### src/rtl/fetch_stage_if.sv
// Bundle between the fetch stage and its surroundings: control in, imem preload port, IF outputs.
// The fetch stage takes the slave modport; the driver of start/stall/branch/imem takes master.
interface fetch_stage_if #(
  parameter int unsigned ADDR_W = 5
);
  logic              start;
  logic              stall;
  logic              branch_taken;
  logic [31:0]       branch_target;
  logic              imem_we;
  logic [ADDR_W-1:0] imem_waddr;
  logic [31:0]       imem_wdata;
  logic [31:0]       if_instr;
  logic [31:0]       if_pc;
  logic              if_valid;
  logic              if_wr;
  logic [31:0]       pc;
  logic              halted;
  logic [15:0]       fetch_cnt;

  modport master (
    output start, stall, branch_taken, branch_target, imem_we, imem_waddr, imem_wdata,
    input  if_instr, if_pc, if_valid, if_wr, pc, halted, fetch_cnt
  );

  modport slave (
    input  start, stall, branch_taken, branch_target, imem_we, imem_waddr, imem_wdata,
    output if_instr, if_pc, if_valid, if_wr, pc, halted, fetch_cnt
  );
endinterface

### src/rtl/fetch_stage.sv
// Instruction-fetch stage: PC, preloadable imem, one registered instruction per cycle.
// Stalls on hazards, redirects on taken branches, stops on the halt word.
module fetch_stage #(
  parameter int unsigned ADDR_W    = 5,
  parameter logic [31:0] RESET_PC  = 32'h0000_0000,
  parameter logic [31:0] HALT_WORD = 32'hFFFF_FFFF,
  parameter logic [31:0] NOP_WORD  = 32'h0000_0000
) (
  input logic          clk,
  input logic          reset,
  fetch_stage_if.slave bus
);
  localparam int unsigned Depth = 2 ** ADDR_W;

  typedef enum logic [1:0] {StIdle, StRun, StHalt} state_e;

  state_e      state_q;
  logic [31:0] pc_q;
  logic [31:0] instr_q;
  logic [31:0] if_pc_q;
  logic        valid_q;
  logic        halted_q;
  logic [15:0] cnt_q;

  logic [31:0] imem [Depth];
  logic [31:0] word;
  logic [31:0] target;

  always_comb begin
    word   = imem[pc_q[ADDR_W+1:2]];
    target = bus.branch_target & ~32'h3;
  end

  // No reset on the array; a same-edge write is only seen by later fetches.
  always_ff @(posedge clk) begin
    if (bus.imem_we) begin
      imem[bus.imem_waddr] <= bus.imem_wdata;
    end
  end

  always_ff @(posedge clk or negedge reset) begin
    if (!reset) begin
      state_q  <= StIdle;
      pc_q     <= RESET_PC;
      instr_q  <= NOP_WORD;
      if_pc_q  <= 32'h0;
      valid_q  <= 1'b0;
      halted_q <= 1'b0;
      cnt_q    <= 16'h0;
    end else begin
      case (state_q)
        StIdle: begin
          if (bus.start) begin
            state_q <= StRun;
          end
        end
        StRun, StHalt: begin
          if (bus.branch_taken) begin
            state_q  <= StRun;
            pc_q     <= target;
            instr_q  <= NOP_WORD;
            valid_q  <= 1'b0;
            halted_q <= 1'b0;
          end else if (!bus.stall && state_q == StRun) begin
            if (word == HALT_WORD) begin
              state_q  <= StHalt;
              instr_q  <= NOP_WORD;
              valid_q  <= 1'b0;
              halted_q <= 1'b1;
            end else begin
              instr_q <= word;
              if_pc_q <= pc_q;
              valid_q <= 1'b1;
              pc_q    <= pc_q + 32'd4;
              if (cnt_q != 16'hFFFF) begin
                cnt_q <= cnt_q + 16'd1;
              end
            end
          end
        end
        default: state_q <= StIdle;
      endcase
    end
  end

  always_comb begin
    bus.if_instr  = instr_q;
    bus.if_pc     = if_pc_q;
    bus.if_valid  = valid_q;
    bus.if_wr     = ~bus.stall & (state_q != StIdle);
    bus.pc        = pc_q;
    bus.halted    = halted_q;
    bus.fetch_cnt = cnt_q;
  end
endmodule
### src/flat_wrapper.sv
// flat-port wrapper written by rule: the top's interface ports become plain ports
module fetch_stage_flat 
#(
  parameter int unsigned ADDR_W    = 5,
  parameter logic [31:0] RESET_PC  = 32'h0000_0000,
  parameter logic [31:0] HALT_WORD = 32'hFFFF_FFFF,
  parameter logic [31:0] NOP_WORD  = 32'h0000_0000
)
  (clk, reset, bus_start, bus_stall, bus_branch_taken, bus_branch_target, bus_imem_we, bus_imem_waddr, bus_imem_wdata, bus_if_instr, bus_if_pc, bus_if_valid, bus_if_wr, bus_pc, bus_halted, bus_fetch_cnt);
  fetch_stage_if #(.ADDR_W(ADDR_W)) bus_i ();
  input logic clk;
  input logic reset;
  input wire logic [$bits(bus_i.start)-1:0] bus_start;
  input wire logic [$bits(bus_i.stall)-1:0] bus_stall;
  input wire logic [$bits(bus_i.branch_taken)-1:0] bus_branch_taken;
  input wire logic [$bits(bus_i.branch_target)-1:0] bus_branch_target;
  input wire logic [$bits(bus_i.imem_we)-1:0] bus_imem_we;
  input wire logic [$bits(bus_i.imem_waddr)-1:0] bus_imem_waddr;
  input wire logic [$bits(bus_i.imem_wdata)-1:0] bus_imem_wdata;
  output wire logic [$bits(bus_i.if_instr)-1:0] bus_if_instr;
  output wire logic [$bits(bus_i.if_pc)-1:0] bus_if_pc;
  output wire logic [$bits(bus_i.if_valid)-1:0] bus_if_valid;
  output wire logic [$bits(bus_i.if_wr)-1:0] bus_if_wr;
  output wire logic [$bits(bus_i.pc)-1:0] bus_pc;
  output wire logic [$bits(bus_i.halted)-1:0] bus_halted;
  output wire logic [$bits(bus_i.fetch_cnt)-1:0] bus_fetch_cnt;
  assign bus_i.start = bus_start;
  assign bus_i.stall = bus_stall;
  assign bus_i.branch_taken = bus_branch_taken;
  assign bus_i.branch_target = bus_branch_target;
  assign bus_i.imem_we = bus_imem_we;
  assign bus_i.imem_waddr = bus_imem_waddr;
  assign bus_i.imem_wdata = bus_imem_wdata;
  assign bus_if_instr = bus_i.if_instr;
  assign bus_if_pc = bus_i.if_pc;
  assign bus_if_valid = bus_i.if_valid;
  assign bus_if_wr = bus_i.if_wr;
  assign bus_pc = bus_i.pc;
  assign bus_halted = bus_i.halted;
  assign bus_fetch_cnt = bus_i.fetch_cnt;
  fetch_stage #(.ADDR_W(ADDR_W), .RESET_PC(RESET_PC), .HALT_WORD(HALT_WORD), .NOP_WORD(NOP_WORD)) u_core (.clk(clk), .reset(reset), .bus(bus_i));
endmodule
### config.mk
export PLATFORM = sky130hd
export DESIGN_NAME = fetch_stage_flat
export DESIGN_NICKNAME = d
export VERILOG_FILES = /design/src/rtl/fetch_stage_if.sv /design/src/rtl/fetch_stage.sv /design/src/flat_wrapper.sv
export SDC_FILE = /design/constraint.sdc
export NUM_CORES = 1
export LEC_CHECK = 0
export CORE_AREA = 2 2 277 279
export DETAILED_ROUTE_END_ITERATION = 8
export DIE_AREA = 0 0 279 281
export GPL_TIMING_DRIVEN = 0
export PLACE_DENSITY = 0.78
export RECOVER_POWER = 100
export SETUP_SLACK_MARGIN = 0.1
export SKIP_LAST_GASP = 1
export SYNTH_ARGS = -nofsm -noshare
export SYNTH_HDL_FRONTEND = slang
export SYNTH_SLANG_ARGS = --single-unit
export TNS_END_PERCENT = 5
### constraint.sdc
create_clock -name clk -period 7.3 [get_ports clk]
set_clock_uncertainty 0.1 [all_clocks]
set_input_delay 0.73 -clock clk [delete_from_list [all_inputs] [get_ports clk]]
set_output_delay 0.73 -clock clk [all_outputs]
set_load 0.1 [all_outputs]
Word level (Yosys, flattened, before mapping)
Memory sizes are Yosys's and may differ from the RTL's.
Cells that the tools add are included.
{"block": "op_classes", "eq_ne": 8, "add_sub_neg": 2, "reduce_logical": 13, "muxes": 19, "n_bitwise": 4}
{"op": "32-bit 2-to-1 mux", "n": 6}
{"op": "32-bit by 3-bit adder with 32-bit output (second input constant)", "n": 1}
{"op": "32-bit equality test (second input constant)", "n": 1}
{"op": "16-bit by 1-bit adder with 16-bit output (second input constant)", "n": 1}
{"op": "16-bit inequality test (second input constant)", "n": 1}
{"op": "3-bit AND reduction", "n": 3}
{"op": "1-bit 2-to-1 mux", "n": 8}
{"op": "2-bit 2-to-1 mux", "n": 4}
{"op": "3-bit by 2-bit inequality test with 1-bit output (second input constant)", "n": 2}
{"op": "2-bit nonzero test", "n": 3}
{"op": "5-bit AND reduction", "n": 1}
{"op": "2-bit inequality test (second input constant)", "n": 2}
{"op": "2-bit case mux with 2 select lines", "n": 1}
{"op": "4-bit AND reduction", "n": 1}
{"op": "1-bit NOT", "n": 3}
{"op": "2-bit by 1-bit equality test with 1-bit output (second input constant)", "n": 1}
{"op": "2-bit equality test (second input constant)", "n": 1}
{"op": "2-bit zero test", "n": 1}
{"op": "2-bit AND reduction", "n": 1}
{"op": "2-bit OR reduction", "n": 1}
{"op": "1-bit bitwise AND", "n": 1}
{"op": "1-bit logical AND", "n": 1}
{"op": "1-bit zero test", "n": 1}
{"block": "totals", "elab_cells": 54, "output_inout_bits": 115, "n_memories": 1, "inputBits": 75, "ff_bits": 116, "mem_bits_rw": 1024}
{"name": "u_core.imem", "depth": 32, "width": 32, "read_ports": 1, "rd_ports_with_merged_regs": 0, "write_ports": 1, "line": "fetch_stage.sv:25", "text": "logic [31:0] imem [Depth];"}

Logic depth before layout (Yosys ltp)
Gate-level depths: netlist (run 1).
An unclocked memory read counts as a cell.
{"block": "logic_depth", "word_depth": 6, "depth_mapped": 17, "ltp_nobuf": 9}

Least setup slack after synthesis (run 1)
OpenSTA, ideal clock, no wires.
{"block": "synth_path", "path_kind": "reg2reg", "startpoint": "register u_core.pc_q[5], in the netlist u_core.bus.pc[5]", "endpoint": "register u_core.pc_q[25], in the netlist u_core.bus.pc[25]", "path_buffers": 4, "required_time_ps": 7081, "arrival_ps": 3739, "path_stages_with_launch": 14, "slack_ps": 3342, "path_cell_list": "dfrtp_1 > buf_2 > buf_6 > clkbuf_1 > buf_2 > and3_1 > nor3b_2 > and4_1 > and3_1 > nand3_1 > nor2_2 > and3_1 > o211ai_1 > o21a_1"}
{"block": "synth_between", "elab_chain_len": 4, "elab_cells_between_ends": 8}
{"item": "start, declared", "line": "fetch_stage.sv:18", "text": "logic [31:0] pc_q;"}
{"item": "start signal, assigned", "line": "fetch_stage.sv:60", "text": "pc_q <= target;"}
{"item": "start signal, assigned", "line": "fetch_stage.sv:74", "text": "pc_q <= pc_q + 32'd4;"}
{"item": "memory read 32 x 32 bit / 32-bit by 3-bit adder with 32-bit output (equally long branches)"}
{"item": "32-bit equality test / 32-bit 2-to-1 mux (equally long branches)", "line": "fetch_stage.sv:65", "text": "if (word == HALT_WORD) begin"}
{"item": "2-bit inequality test (no source line) / 32-bit 2-to-1 mux (equally long branches)"}
{"item": "3-bit AND reduction (no source line) / 32-bit 2-to-1 mux (equally long branches)"}
Several ways; a longest one is shown, not always the timed one. The select of a mux whose other input is x is not followed.
A chain may end at the register's enable or synchronous reset.

Worst setup path after layout (run 1)
{"block": "layout_path", "startpoint": "register u_core.pc_q[5], in the netlist u_core.bus.pc[5]", "endpoint": "register u_core.instr_q[8], in the netlist u_core.bus.if_instr[8]"}
{"block": "layout_between", "elab_chain_len": 5}
{"item": "memory read 32 x 32 bit *"}
{"item": "32-bit equality test", "line": "fetch_stage.sv:65"}
{"item": "32-bit 2-to-1 mux *", "line": "fetch_stage.sv:65"}
{"item": "32-bit 2-to-1 mux *", "line": "fetch_stage.sv:64", "text": "end else if (!bus.stall && state_q == StRun) begin"}
{"item": "32-bit 2-to-1 mux *", "line": "fetch_stage.sv:58", "text": "if (bus.branch_taken) begin"}
{"item": "end signal, assigned", "line": "fetch_stage.sv:71", "text": "instr_q <= word;"}
{"item": "end, declared", "line": "fetch_stage.sv:19", "text": "logic [31:0] instr_q;"}
Mark *: on every way between the ends. The rest lies on a longest branch, timed or not. The select of a mux whose other input is x is not followed.

==> impl_metrics.ini, run 1 <==
[sta]
final_hold_viols = 0
slew_at_the_pin_closest_to_its_max_slew_limit_ps = 3170
timing.max_slew.rel_slack_pct = -111
setup_repair_after_global_routing_missed_its_margin = no
min_period_over_period_pct = 84.5
final-setup-viol-count = 0
drv_slew = 1094
setup_tns_ps = 0
hold-worst-slack_ps = 374
fmax_mhz = 162
crit_path_time_final_ps = 6170

[synthesis]
ys.warnings.count = 0
post_syn_area_per_cell_um2 = 19.2
ys_seq_elements = 1136
ys.flop_type = edfxtp_1
async_reset_ff_share_pct = 9.86
synthesis.area_mm2 = 0.0448
netlist.area_leader.share_pct = 68.7
yosysSeqAreaShare_pct = 74.9
synthDistinctLibCells = 73
number_of_synthesized_flops_with_an_enable_pin = 1024
syn-instance-count = 2336
synth.top_cells.by_area = edfxtp_1, mux4_2, dfrtp_1
post-synth-top-area-cell = edfxtp_1

[global_routing]
first_global_vias = 25700
grt_first_pass_wirelength_mm = 184
total_global_route_track_usage_pct = 33.7
grt_start_max_net_pins = 58
grt_antenna_before_repair = 8
global_route.overflow_total = 0

[pwr]
p_leak_uw = 0.0171
fin_total_pwr_uw = 21200
ir_drop_v = 0.000270
power_density_mw_per_mm2 = 411

[detailed_routing]
detail_route.iter0.violations = 4306
remaining_drc_errors = 0
routed_wirelength_normalized_by_instance_count_um = 35.1
antenna_left = 0
route.detailed.vias_per_inst = 6.99
drt_first_pass_iters = 8
drt-total-wl_mm = 131
routed-via-count = 26200

[finish]
finish.net_count = 2748
layout-area-overhead-vs-synth_pct = 15.2
fraction_of_final_layout_cells_with_drive_strength_greater_than_1_pct = 15.5

[clocking]
cts-hold-fix-buffers = 0
cts.sink_count = 1136
postCtsSetupRepairBufs = 0
clkLatencyLatePin_ps = 690
total_cts_buffers = 110
tritoncts_clock_tree = yes
cts_resized = 0
ctsRootBufferMaster = clkbuf_16
ctsHtreeMaxLevel = 3
clk_transition_reported_paths_ps = 60
max-clock-path-buffers = 3

[critical_path]
cp_data_arrival_time_ps = 6600
ff2ff_path_depth = 14
crit_path_start_kind = flip-flop
critical_path_required_ps = 7740
timing.critical_path.to_type = flip-flop
timing.critical_path.fanout_max = 10
setup_crit_path_kind = flip-flop to flip-flop

[floorplan]
core-area_mm2 = 0.0754
initial_core_util_pct = 59.3
placementRows = 101
die_x_um = 279
die_h_um = 281
floorplan.die_area_mm2 = 0.0784
ios = 190

[placement]
dp_hpwl_mm = 84.4
gp_congestion = 0.912
buffer_ports.inserted = 183

[outcome]
violations_in_the_final_reports = max-capacitance violations, max-slew violations
status = finished with violations

[worst_hold_path]
hold_depth = 2
hold_path_class = flip-flop to flip-flop

[run]
max_cap_violations = 60
## synthesized netlist by cell type, types with 11 or more instances
master,instances
edfxtp_1,1024
mux2i_1,176
mux4_2,174
dfrtp_1,112
nand2_1,93
nor2_1,62
clkbuf_1,52
a21oi_1,46
o21ai_0,44
o22ai_1,38
a22oi_1,34
o221ai_1,33
a22o_1,31
mux2_1,30
buf_6,27
nand3_1,26
a211oi_1,25
buf_2,25
buf_4,23
a221oi_1,21
o21ai_1,21
nor4_1,20
and3_1,14
inv_1,12
xor2_1,12
nor3_1,11
## final cells by class
class | instances | area, um^2
multi-input cells | 1045 | 10200
plain buffers | 145 | 988
flip-flops and latches | 1136 | 33600
well taps | 978 | 1220
clock buffers | 136 | 2910
clock inverters | 68 | 701
repair buffers | 217 | 1980
diodes | 5 | 12.5
fillers | 4643 | 23900
inverters | 13 | 48.8
## sequential cells by signal, indices dropped and copies added, names as in the netlist
| register | cells |
|---|---|
| u_core.bus.if_pc | 30 |
| u_core.bus.halted | 1 |
| u_core.bus.fetch_cnt | 16 |
| u_core.state_q | 2 |
| u_core.bus.if_valid | 1 |
| u_core.imem | 1024 |
| u_core.bus.if_instr | 32 |
| u_core.bus.pc | 30 |
## through the flow
| stage | util (%) | area [um^2] | std cells | setup WS [ps] |
|---|---|---|---|---|
| 6_report | 68.4 | 51600 | 3743 | 1130 |
| 5_1_grt | 68.4 | 51600 | 3738 | 1010 |
| 4_1_cts | 69.4 | 52400 | 3738 | 2040 |
| 3_5_place_dp | 64.7 | 48800 | 3534 | 2100 |
| 3_3_place_gp | 63.4 | 47800 | 3500 | 1090 |
| 2_1_floorplan | - | 44800 | 2339 | 3340 |
## final timing paths
path / startpoint / endpoint / slack [ps]
max: u_core.bus.pc[5] / u_core.bus.if_instr[8] / 1130
min: u_core.bus.if_instr[10] / u_core.bus.if_instr[10] / 370
max reg2reg: u_core.bus.pc[5] / u_core.bus.if_instr[8] / 1130
min reg2reg: u_core.bus.if_instr[10] / u_core.bus.if_instr[10] / 370
max in group asynchronous: reset / u_core.bus.if_instr[28] / 4300
min in group asynchronous: reset / u_core.bus.pc[12] / 1020
## kinds of logic after synthesis
family	Yosys count	synth area share [%]
DFF	1136	74.9
adders and majority gates	5	0.140
other	1	0.00838
muxes	385	13.6
AOI/OAI and AO/OA	348	5.44
xor gates and xnor gates	12	0.235
buffers and inverters	158	2.34
and+or+nand+nor	291	3.29
## layer usage
layer	up-vias	GRT usage, %	share of wire, %
met5	-	0	0.019
met4	4	14.4	4.8
met3	402	7.57	11
met2	2132	55.6	49
met1	13400	43.6	35
li1	10300	-	-
## layout by cell type (no fill, tap or decap), types with 7 or more instances in the layout
cell and count:
nor2b_1 10, nor4_1 21, a211o_1 9, nand3_1 26, buf_2 20, a31oi_1 10
mux2i_1 176, xor2_1 12, a211oi_1 25, a22oi_1 34, clkinv_1 26, bufinv_16 13
dfrtp_1 112, nand2b_1 8, nand2_1 93, buf_8 9, a21oi_1 46, buf_6 27
dlygate4sd3_1 145, nand4_1 7, buf_4 22, o21ai_0 61, o22ai_1 38, nand3b_1 8
mux4_2 174, a221oi_1 21, a22o_1 31, nor3b_1 7, nor2_1 62, and3_1 14
edfxtp_1 1024, clkdlybuf4s50_1 37, clkbuf_1 115, o221ai_1 33, clkbuf_16 112, nor3_1 12
mux2_1 30, clkinv_2 24, inv_1 12
## critical path, cell delays in order, from the launching register on
cell and delay (ps):
dfrtp_1 360, clkbuf_1 470, nor2b_1 490, clkbuf_1 800
clkbuf_1 870, a22oi_1 330, a22o_1 430, nor4_1 310
nand3_1 290, nor3_1 380, nand2b_1 160, clkbuf_1 280
buf_6 250, clkbuf_1 350, o21ai_0 130
## where the power goes
group | switching, uW | internal, uW | total, uW
Combinational | 5430 | 2370 | 7800
Clock | 2450 | 3290 | 5740
Sequential | 273 | 7410 | 7680
Total | 8160 | 13100 | 21200
Power figures use the tool's default switching activity.
==> inputs of run 2 (changes only) <==
- clock period: 7.3 -> 6.3 ns (I/O delays scaled with it)
==> run 2 against run 1 <==
Effect of this change: the run still ends with max-capacitance violations, max-slew violations left; via count decreased by 0.19%; wire length about the same; count of clock-buffer cells in the layout is the same; cell count stayed put; sequential power increased by 16%; design area hardly changed; critical path depth down 2; critical path type unchanged.
==> impl_metrics.ini, run 2 (synthesis results as in run 1) <==
[detailed_routing]
drt_first_pass_iters = 6
remaining_drc_errors = 0
routed-via-count = 26100
detail_route.iter0.violations = 4185
route.detailed.vias_per_inst = 6.98
antenna_left = 0
drt-total-wl_mm = 131
routed_wirelength_normalized_by_instance_count_um = 35.1

[clocking]
max-clock-path-buffers = 3
ctsHtreeMaxLevel = 3
cts.sink_count = 1136
tritoncts_clock_tree = yes
clk_transition_reported_paths_ps = 60
total_cts_buffers = 110
ctsRootBufferMaster = clkbuf_16
clkLatencyLatePin_ps = 690

[worst_hold_path]
hold_path_class = flip-flop to flip-flop

[critical_path]
timing.critical_path.fanout_max = 10
setup_crit_path_kind = flip-flop to flip-flop
r2r_start = u_core.bus.pc[5]
crit_path_start_kind = flip-flop
ff2ff_path_depth = 12
cp_data_arrival_time_ps = 6270
slowest_stage = clkbuf_1
worst_setup_path_endpoint = u_core.bus.pc[29]
critical_path_required_ps = 6760
startpoint = u_core.bus.pc[5]
worst_r2r_endpoint = u_core.bus.pc[29]
critPathMaxStageDelay_ps = 870
timing.critical_path.cells = buf_2 > nor2b_1 > clkbuf_1 > clkbuf_1 > a22oi_1 > a22o_1 > nor4_1 > nand3_1 > nor3_1 > clkbuf_1 > nor3_1 > a211o_1
timing.critical_path.to_type = flip-flop
internal_reg_to_reg_setup_slack_ps = 490
critical_path.most_common_cell = clkbuf_1

[sta]
setup_repair_after_global_routing_missed_its_margin = no
fmax_mhz = 172
hold-worst-slack_ps = 373
drv_slew = 1061
timing.max_slew.rel_slack_pct = -115
final_hold_viols = 0
slew_at_the_pin_closest_to_its_max_slew_limit_ps = 3220
min_period_over_period_pct = 92.1
setup_tns_ps = 0
crit_path_time_final_ps = 5810
final-setup-viol-count = 0

[finish]
multiInputGateArea_mm2 = 0.0102
fillCellCount = 4640
sequential_cell_area_mm2 = 0.0336
layout-area-overhead-vs-synth_pct = 15.3
mostFrequentLayoutCell = edfxtp_1
final_cell_mix = edfxtp_1, mux2i_1, mux4_2, dlygate4sd3_1
fraction_of_final_layout_cells_with_drive_strength_greater_than_1_pct = 15.6
finish.net_count = 2749
largest-register = u_core.imem
largest_reg_flops = 1024

[run]
max_cap_violations = 59

[pwr]
cell_internal_pwr_uw = 15100
power.share.sequential_pct = 36.2
p_leak_uw = 0.0172
power_switching_share_pct = 38.4
ir_drop_v = 0.000313
share_comb_of_total_power_pct = 36.8
power_density_mw_per_mm2 = 477
net-switching-power_uw = 9450
clockPowerShare_pct = 27.0

[outcome]
status = finished with violations
violations_in_the_final_reports = max-capacitance violations, max-slew violations

[floorplan]
core-area_mm2 = 0.0754
initial_core_util_pct = 59.3
placementRows = 101
die_x_um = 279
floorplan.die_area_mm2 = 0.0784
ios = 190
die_h_um = 281

[global_routing]
grt_first_pass_wirelength_mm = 184
total_global_route_track_usage_pct = 33.7
grt_start_max_net_pins = 58
grt_antenna_before_repair = 8
first_global_vias = 25700
global_route.overflow_total = 0

[placement]
buffer_ports.inserted = 183
dp_hpwl_mm = 84.4
gp_congestion = 0.912
-- run 2: cell types whose count changed in the layout (fill, tap and decap cells not counted) --
cell           before  now
buf_4              22   23
clkbuf_1          115  111
buf_2              20   23
diode_2             5    4
dlygate4sd3_1     145  146
-- run 2: critical path, delay by kind of cell, from the launching register on --
family | cells | cell delay, ps
buffers and inverters | 4 | 2470
AOI/OAI and AO/OA | 3 | 1050
DFF | 1 | 360
and+or+nand+nor | 5 | 1680
-- run 2: worst min-delay path by stage --
stage	start	endpoint	slack [ps]	cells after the start
6_report	u_core.bus.if_instr[10]	u_core.bus.if_instr[10]	370	2
5_1_grt	u_core.bus.if_pc[9]	u_core.bus.if_pc[9]	410	1
4_1_cts	u_core.bus.if_instr[1]	u_core.bus.if_instr[1]	390	2
3_5_place_dp	u_core.bus.if_instr[25]	u_core.bus.if_instr[25]	370	2
3_3_place_gp	u_core.bus.if_instr[24]	u_core.bus.if_instr[24]	370	2
2_1_floorplan	reset	u_core.bus.fetch_cnt[0]	230	0
-- run 2: timing repair --
item | in CTS | in global routing
hold buffers | 1 | 0
hold endpoints to repair | 56 | 0
resized for setup | 0 | 0
setup buffers | 0 | 0
-- run 2: final cells by class --
class,count,share of cell area [%]
flip-flops and latches,1136,65.0
clock inverters,68,1.36
inverters,13,0.0946
clock buffers,136,5.65
repair buffers,218,3.85
diodes,4,0.0194
multi-input cells,1045,19.7
plain buffers,145,1.93
well taps,978,2.37
-- run 2: layer usage --
metal  vias to the layer above  share of wire (%)  global-route usage, %  wire length [um]
met5                         -              0.019                      0                25
met4                         4                4.8                   14.4              6320
met3                       401                 12                   7.57             15400
met2                      2135                 49                   55.6             64000
met1                     13300                 35                   43.6             45500
li1                      10300                  -                      -                 -
-- run 2: power groups by stage --
stage	clock [uW]	sequential (uW)	combinational, uW
after floorplan	0	11000	3980
after global placement	0	9050	8820
after detailed placement	0	9070	8980
after CTS	6650	8910	9050
after global routing	6940	8940	9250
final	6650	8900	9040
-- run 2: metrics by stage --
step	setup slack (ps)	cell area, um^2	cells	util, %	total power (uW)
after floorplan	2340	44800	2339	-	14900
after global placement	190	47800	3500	63.4	17900
after detailed placement	1100	48800	3534	64.7	18100
after CTS	1040	52400	3739	69.5	24600
after global routing	585	51600	3739	68.4	25100
final	495	51600	3743	68.4	24600
